**src/rtl/cla_pkg.sv**
```systemverilog
// Shared types and default sizes for the carry lookahead adder and the
// accumulator built on top of it.
package cla_pkg;

    localparam int CLA_WIDTH   = 16;
    localparam int CLA_COUNT_W = 8;

    typedef enum logic [1:0] {
        IDLE  = 2'd0,
        ACCUM = 2'd1,
        HOLD  = 2'd2
    } cla_acc_state_t;

endpackage

```
**src/rtl/carry_lookahead_adder.sv**
```systemverilog
// Unsigned WIDTH-bit adder with carry-out, carries formed by a parallel-prefix
// (Kogge-Stone) generate/propagate network rather than a ripple chain.
module carry_lookahead_adder
    import cla_pkg::*;
#(
    parameter int WIDTH = CLA_WIDTH
) (
    input  logic [WIDTH-1:0] i_add1,
    input  logic [WIDTH-1:0] i_add2,
    output logic [WIDTH:0]   o_result
);

    // gk/pk end up holding the group generate/propagate from bit 0 up to
    // each bit position, so gk[i] is the carry out of bit i.
    always_comb begin
        logic [WIDTH-1:0] p_sum;
        logic [WIDTH-1:0] gk;
        logic [WIDTH-1:0] pk;
        logic [WIDTH-1:0] gn;
        logic [WIDTH-1:0] pn;
        p_sum = i_add1 ^ i_add2;
        gk    = i_add1 & i_add2;
        pk    = p_sum;
        for (int d = 1; d < WIDTH; d = d * 2) begin
            gn = gk;
            pn = pk;
            for (int i = d; i < WIDTH; i++) begin
                gn[i] = gk[i] | (pk[i] & gk[i-d]);
                pn[i] = pk[i] & pk[i-d];
            end
            gk = gn;
            pk = pn;
        end
        o_result        = '0;
        o_result[0]     = p_sum[0];
        for (int i = 1; i < WIDTH; i++) begin
            o_result[i] = p_sum[i] ^ gk[i-1];
        end
        o_result[WIDTH] = gk[WIDTH-1];
    end

endmodule

```
**src/rtl/cla_accumulator.sv**
```systemverilog
// Burst accumulator: sums i_len streamed operands through one lookahead adder,
// tracks a sticky carry-out flag and holds the result until it is consumed.
module cla_accumulator
    import cla_pkg::*;
#(
    parameter int WIDTH   = CLA_WIDTH,
    parameter int COUNT_W = CLA_COUNT_W
) (
    input  logic               i_clk,
    input  logic               i_rst,
    input  logic               i_start,
    input  logic [COUNT_W-1:0] i_len,
    input  logic               i_valid,
    input  logic [WIDTH-1:0]   i_operand,
    output logic               o_ready,
    output logic               o_valid,
    input  logic               i_ready,
    output logic [WIDTH-1:0]   o_sum,
    output logic               o_overflow,
    output logic               o_busy
);

    cla_acc_state_t     state;
    logic [WIDTH-1:0]   acc;
    logic               ovf;
    logic [COUNT_W-1:0] remaining;
    logic [WIDTH:0]     add_result;

    carry_lookahead_adder #(
        .WIDTH (WIDTH)
    ) u_adder (
        .i_add1   (acc),
        .i_add2   (i_operand),
        .o_result (add_result)
    );

    // Handshake outputs are registered alongside the state so they never
    // see a combinational path from the inputs.
    always_ff @(posedge i_clk) begin
        if (i_rst) begin
            state     <= IDLE;
            acc       <= '0;
            ovf       <= 1'b0;
            remaining <= '0;
            o_ready   <= 1'b0;
            o_valid   <= 1'b0;
            o_busy    <= 1'b0;
        end else begin
            case (state)
                IDLE: begin
                    if (i_start) begin
                        acc       <= '0;
                        ovf       <= 1'b0;
                        remaining <= i_len;
                        o_busy    <= 1'b1;
                        if (i_len != '0) begin
                            state   <= ACCUM;
                            o_ready <= 1'b1;
                        end else begin
                            state   <= HOLD;
                            o_valid <= 1'b1;
                        end
                    end
                end
                ACCUM: begin
                    if (i_valid) begin
                        acc       <= add_result[WIDTH-1:0];
                        ovf       <= ovf | add_result[WIDTH];
                        remaining <= remaining - COUNT_W'(1);
                        if (remaining == COUNT_W'(1)) begin
                            state   <= HOLD;
                            o_ready <= 1'b0;
                            o_valid <= 1'b1;
                        end
                    end
                end
                HOLD: begin
                    if (i_ready) begin
                        state   <= IDLE;
                        o_valid <= 1'b0;
                        o_busy  <= 1'b0;
                    end
                end
                default: begin
                    state   <= IDLE;
                    o_ready <= 1'b0;
                    o_valid <= 1'b0;
                    o_busy  <= 1'b0;
                end
            endcase
        end
    end

    assign o_sum      = acc;
    assign o_overflow = ovf;

endmodule

```
**config.mk**
```make
export PLATFORM = sky130hd
export DESIGN_NAME = cla_accumulator
export DESIGN_NICKNAME = d
export VERILOG_FILES = /design/src/rtl/cla_pkg.sv /design/src/rtl/carry_lookahead_adder.sv /design/src/rtl/cla_accumulator.sv
export SDC_FILE = /design/constraint.sdc
export NUM_CORES = 1
export LEC_CHECK = 0
export ABC_AREA = 0
export BUFFER_PORTS_ARGS = -buffer_cell sky130_fd_sc_hd__buf_2
export CAP_MARGIN = 20
export CORE_MARGIN = 2
export CORE_UTILIZATION = 30
export CTS_CLUSTER_SIZE = 20
export DETAILED_ROUTE_END_ITERATION = 6
export PLACE_DENSITY = 0.48
export SLEW_MARGIN = 10
export SYNTH_ARGS = -nofsm -noshare
export SYNTH_HDL_FRONTEND = slang
export SYNTH_SLANG_ARGS = --single-unit
```
**constraint.sdc**
```tcl
create_clock -name i_clk -period 2.1 [get_ports i_clk]
set_clock_uncertainty 0.15 [all_clocks]
set_input_delay 0.105 -clock i_clk [delete_from_list [all_inputs] [get_ports i_clk]]
set_output_delay 0.105 -clock i_clk [all_outputs]
set_load 0.005 [all_outputs]
```
==> metrics <==
CTS Buffer Depth=2; Final Cell Area=2850 µm²; number of clock sinks=30; global-route wire length before repair=9460 µm; worst min-delay path startpoint=i_len[4]; Seq/Total Area, Yosys=28.5%; pins over their slew limit=0; via count of the first global-routing pass=1939; antenna fix cells=0; count of routing violations after the opening detailed-route iteration=83; floorplan die area=7710 µm²; net total in the final layout=378; Distinct cells, synth=59; type of the worst setup path=reg2reg; internal reg-to-reg setup slack=-0.14 ns; number of register bits inferred by synthesis=30; transition at the pin with the smallest max-transition slack=0.732 ns; clock slew at reported path FFs=0.07 ns; portion of synthesized cell area occupied by the leading cell type=28.5%; share of synthesized flip-flops with an asynchronous set or reset=0%; vias per std cell=4.88; PortBufs=48; run status=finished with violations; cell taking the most area after synthesis=dfxtp_1; post-DR wirelength/cell=13.3 µm; setup_tns=-0.335 ns; cells on worst reg2reg path=10; most area-consuming cells after synthesis=dfxtp_1 29%, ha_1 11%, nor2_1 5.7%; period utilisation layout=107%; Syn Area/Cell=8.04 µm²; post-synthesis instance area=2110 µm²; failing checks=negative setup slack; Final Wtd Congestion=0.826; growth of design area from synthesis to finish=35.5%; I/O pin count=49; overall via count from detail_route=2085; Largest stage delay, worst path=0.35 ns; critical-path cell list=ha_4, inv_2, fa_2, and2b_2, o2111ai_4, buf_6, nand2_2, nand2_2, o31a_1, o31ai_1; final hold viol count=0; data arrival time of the critical path=2.30 ns; die width=87.8 µm; number of synthesized flops with an enable pin=0; number of CTS-inserted buffers=5; library cell used as clock root buffer=clkbuf_8; total wirelength of the detailed-routed design=5660 µm; end of the worst hold path=remaining[4]$_SDFFE_PP0P_; fraction of layout instances using a drive strength above 1=33.2%; number of max-capacitance violations reported=0; Post-Synthesis Cells=262; initial antenna violation count=0; power density of the placed cells=748 nW/µm²; DRC errors left=0; total grt overflow=0; share of the core filled with cells in the final layout=42.0%; dominant register cell in the synthesized netlist=dfxtp_1; cell seen most often among critical-path stages=nand2_2; H-tree levels=2; min cycle time layout=2.24 ns; Die Span Y=87.8 µm; setup repair after global routing missed its margin=yes; aggregate global-route resource usage=15.4%; final number of setup-violating endpoints=5; Critical Path Slowest Stage Cell=dfxtp_2; Peak VDD IR=0.357 mV; maximum fanout count along the critical path=3; reg2reg end=o_sum[14]$_SDFFE_PP0P_; warning count from the yosys run=0; row cnt=30; clock tree from TritonCTS=yes; relative slew slack=51.0%; cell depth of the worst hold path=3; type of element launching the critical path=flip-flop; capturing element type of the critical path=flip-flop; Detailed Routing Iterations Pass 1=4; leakage power of the design=0.00131 µW; half-perimeter wire length after placement=4370 µm; largest net degree at the start of global routing=25; Skew-Pair Late Insertion Delay=0.29 ns; maximum clock frequency=0.446 GHz; post-route worst setup slack=-0.142 ns; reg2reg start=o_sum[0]$_SDFFE_PP0P_; core area=6790 µm²; class of the tightest hold or removal check=in2reg; net count of the mapped netlist=310; starting density of the core=31.0%; instance area after placement=2610 µm²; endpoint required time on the critical path=2.16 ns; Routed Antenna Nets=0
Yosys cell counts (2+ instances only):
cell,n
a221oi_1,2
nor2_1,32
xor2_1,5
xnor2_1,3
a21o_1,9
a32oi_1,2
a22oi_1,5
nor4_1,4
nand2b_1,5
or3_1,2
inv_1,9
nor3_1,2
or2_2,3
o22ai_1,2
a211oi_1,5
a41oi_1,2
nor2b_1,2
buf_2,6
o21ai_0,14
ha_1,18
clkbuf_1,8
a31oi_1,3
nand3_1,4
nand2_1,22
o21ai_1,5
and4_1,2
and2_1,2
mux2i_1,2
a21oi_1,23
dfxtp_1,30
worst max-delay path, delay by kind of cell (launching register included):
kind	cells	cell delay [ns]
and+or+nand+nor	3	0.36
AOI/OAI and AO/OA	3	0.64
DFF	1	0.35
buffers and inverters	2	0.20
adders and majority gates	2	0.46
flip-flops by register name, summed over array words and instances, names as in the netlist:
signal	flops
o_valid	1
o_ready	1
o_overflow	1
remaining	8
o_sum	16
o_busy	1
state	2
what timing repair did:
item | CTS | global route
resized for setup | 7 | 13
buffers inserted | 0 | 1
endpoints found under the setup margin | 8 | 12
hold buffers | 1 | 0
gates cloned | 0 | 0
endpoints found under the hold margin | 1 | 0
pin swaps | 8 | 9
power breakdown:
| part | internal [µW] | leakage [µW] | switching [µW] | total, µW |
|---|---|---|---|---|
| Clock | 506 | 0.0000714 | 244 | 751 |
| Combinational | 305 | 0.000997 | 379 | 685 |
| Sequential | 636 | 0.000246 | 62.8 | 699 |
metrics by stage:
stage	hold WS, ns	power [µW]	setup WS, ns	std cells
floorplan	0.149	1140	-0.139	262
global placement	0.276	1370	-0.190	417
detailed placement	0.276	1370	-0.204	417
CTS	0.0158	2150	-0.116	426
global route	0.0317	2280	-0.258	427
finish	0.0219	2130	-0.142	427
cell type report:
type                       instances  area (µm²)
fill                             729        3940
multi-input combinational        209        1500
sequential                        30         603
timing repair buffer              75         453
tap                               96         120
clock buffer                       6        82.6
clock inverter                     2        60.1
inverter                           9        33.8
per-layer routing:
metal	global-route usage (%)	routed length, µm	share of wire, %
met3	3.68	227	4.0
met4	3.36	49	0.87
met5	0	0	0
met1	22.4	2940	52
met2	22.9	2450	43
cells by family (layout without fill, tap and decap cells):
family,Yosys count,after routing,share of synthesized area [%]
buf+inv,23,92,4.46
fa+ha+maj,19,19,11.6
flops,30,30,28.5
xor+xnor,8,8,3.33
mux,2,2,0.951
simple gates,86,86,19.7
compound gates,94,94,31.4
placed cells by master (no fill, tap or decap), types with 3 or more instances in the layout:
cell type  count
inv_1          8
o21ai_0       12
nor4_1         4
xor2_1         5
a21oi_1       21
ha_1          17
dfxtp_1       28
a22oi_1        5
nand2b_1       5
o21ai_1        7
a21o_1         9
buf_4         24
nand2_1       20
nand3_1        4
a211oi_1       5
nor2_1        31
or2_2          3
buf_2         48
a31oi_1        3
clkbuf_8       6
worst max path at each step:
| stage | start | to | slack [ns] | cells after the start |
|---|---|---|---|---|
| 6_report | o_sum[0]$_SDFFE_PP0P_ | o_sum[14]$_SDFFE_PP0P_ | -0.14 | 10 |
| 5_1_grt | o_sum[0]$_SDFFE_PP0P_ | o_sum[14]$_SDFFE_PP0P_ | -0.26 | 10 |
| 4_1_cts | o_sum[0]$_SDFFE_PP0P_ | o_overflow$_SDFFE_PP0P_ | -0.12 | 9 |
| 3_5_place_dp | o_sum[0]$_SDFFE_PP0P_ | o_overflow$_SDFFE_PP0P_ | -0.20 | 9 |
| 3_3_place_gp | o_sum[0]$_SDFFE_PP0P_ | o_overflow$_SDFFE_PP0P_ | -0.19 | 9 |
| 2_1_floorplan | o_sum[0]$_SDFFE_PP0P_ | o_overflow$_SDFFE_PP0P_ | -0.14 | 9 |
Power figures use the tool's default switching activity.
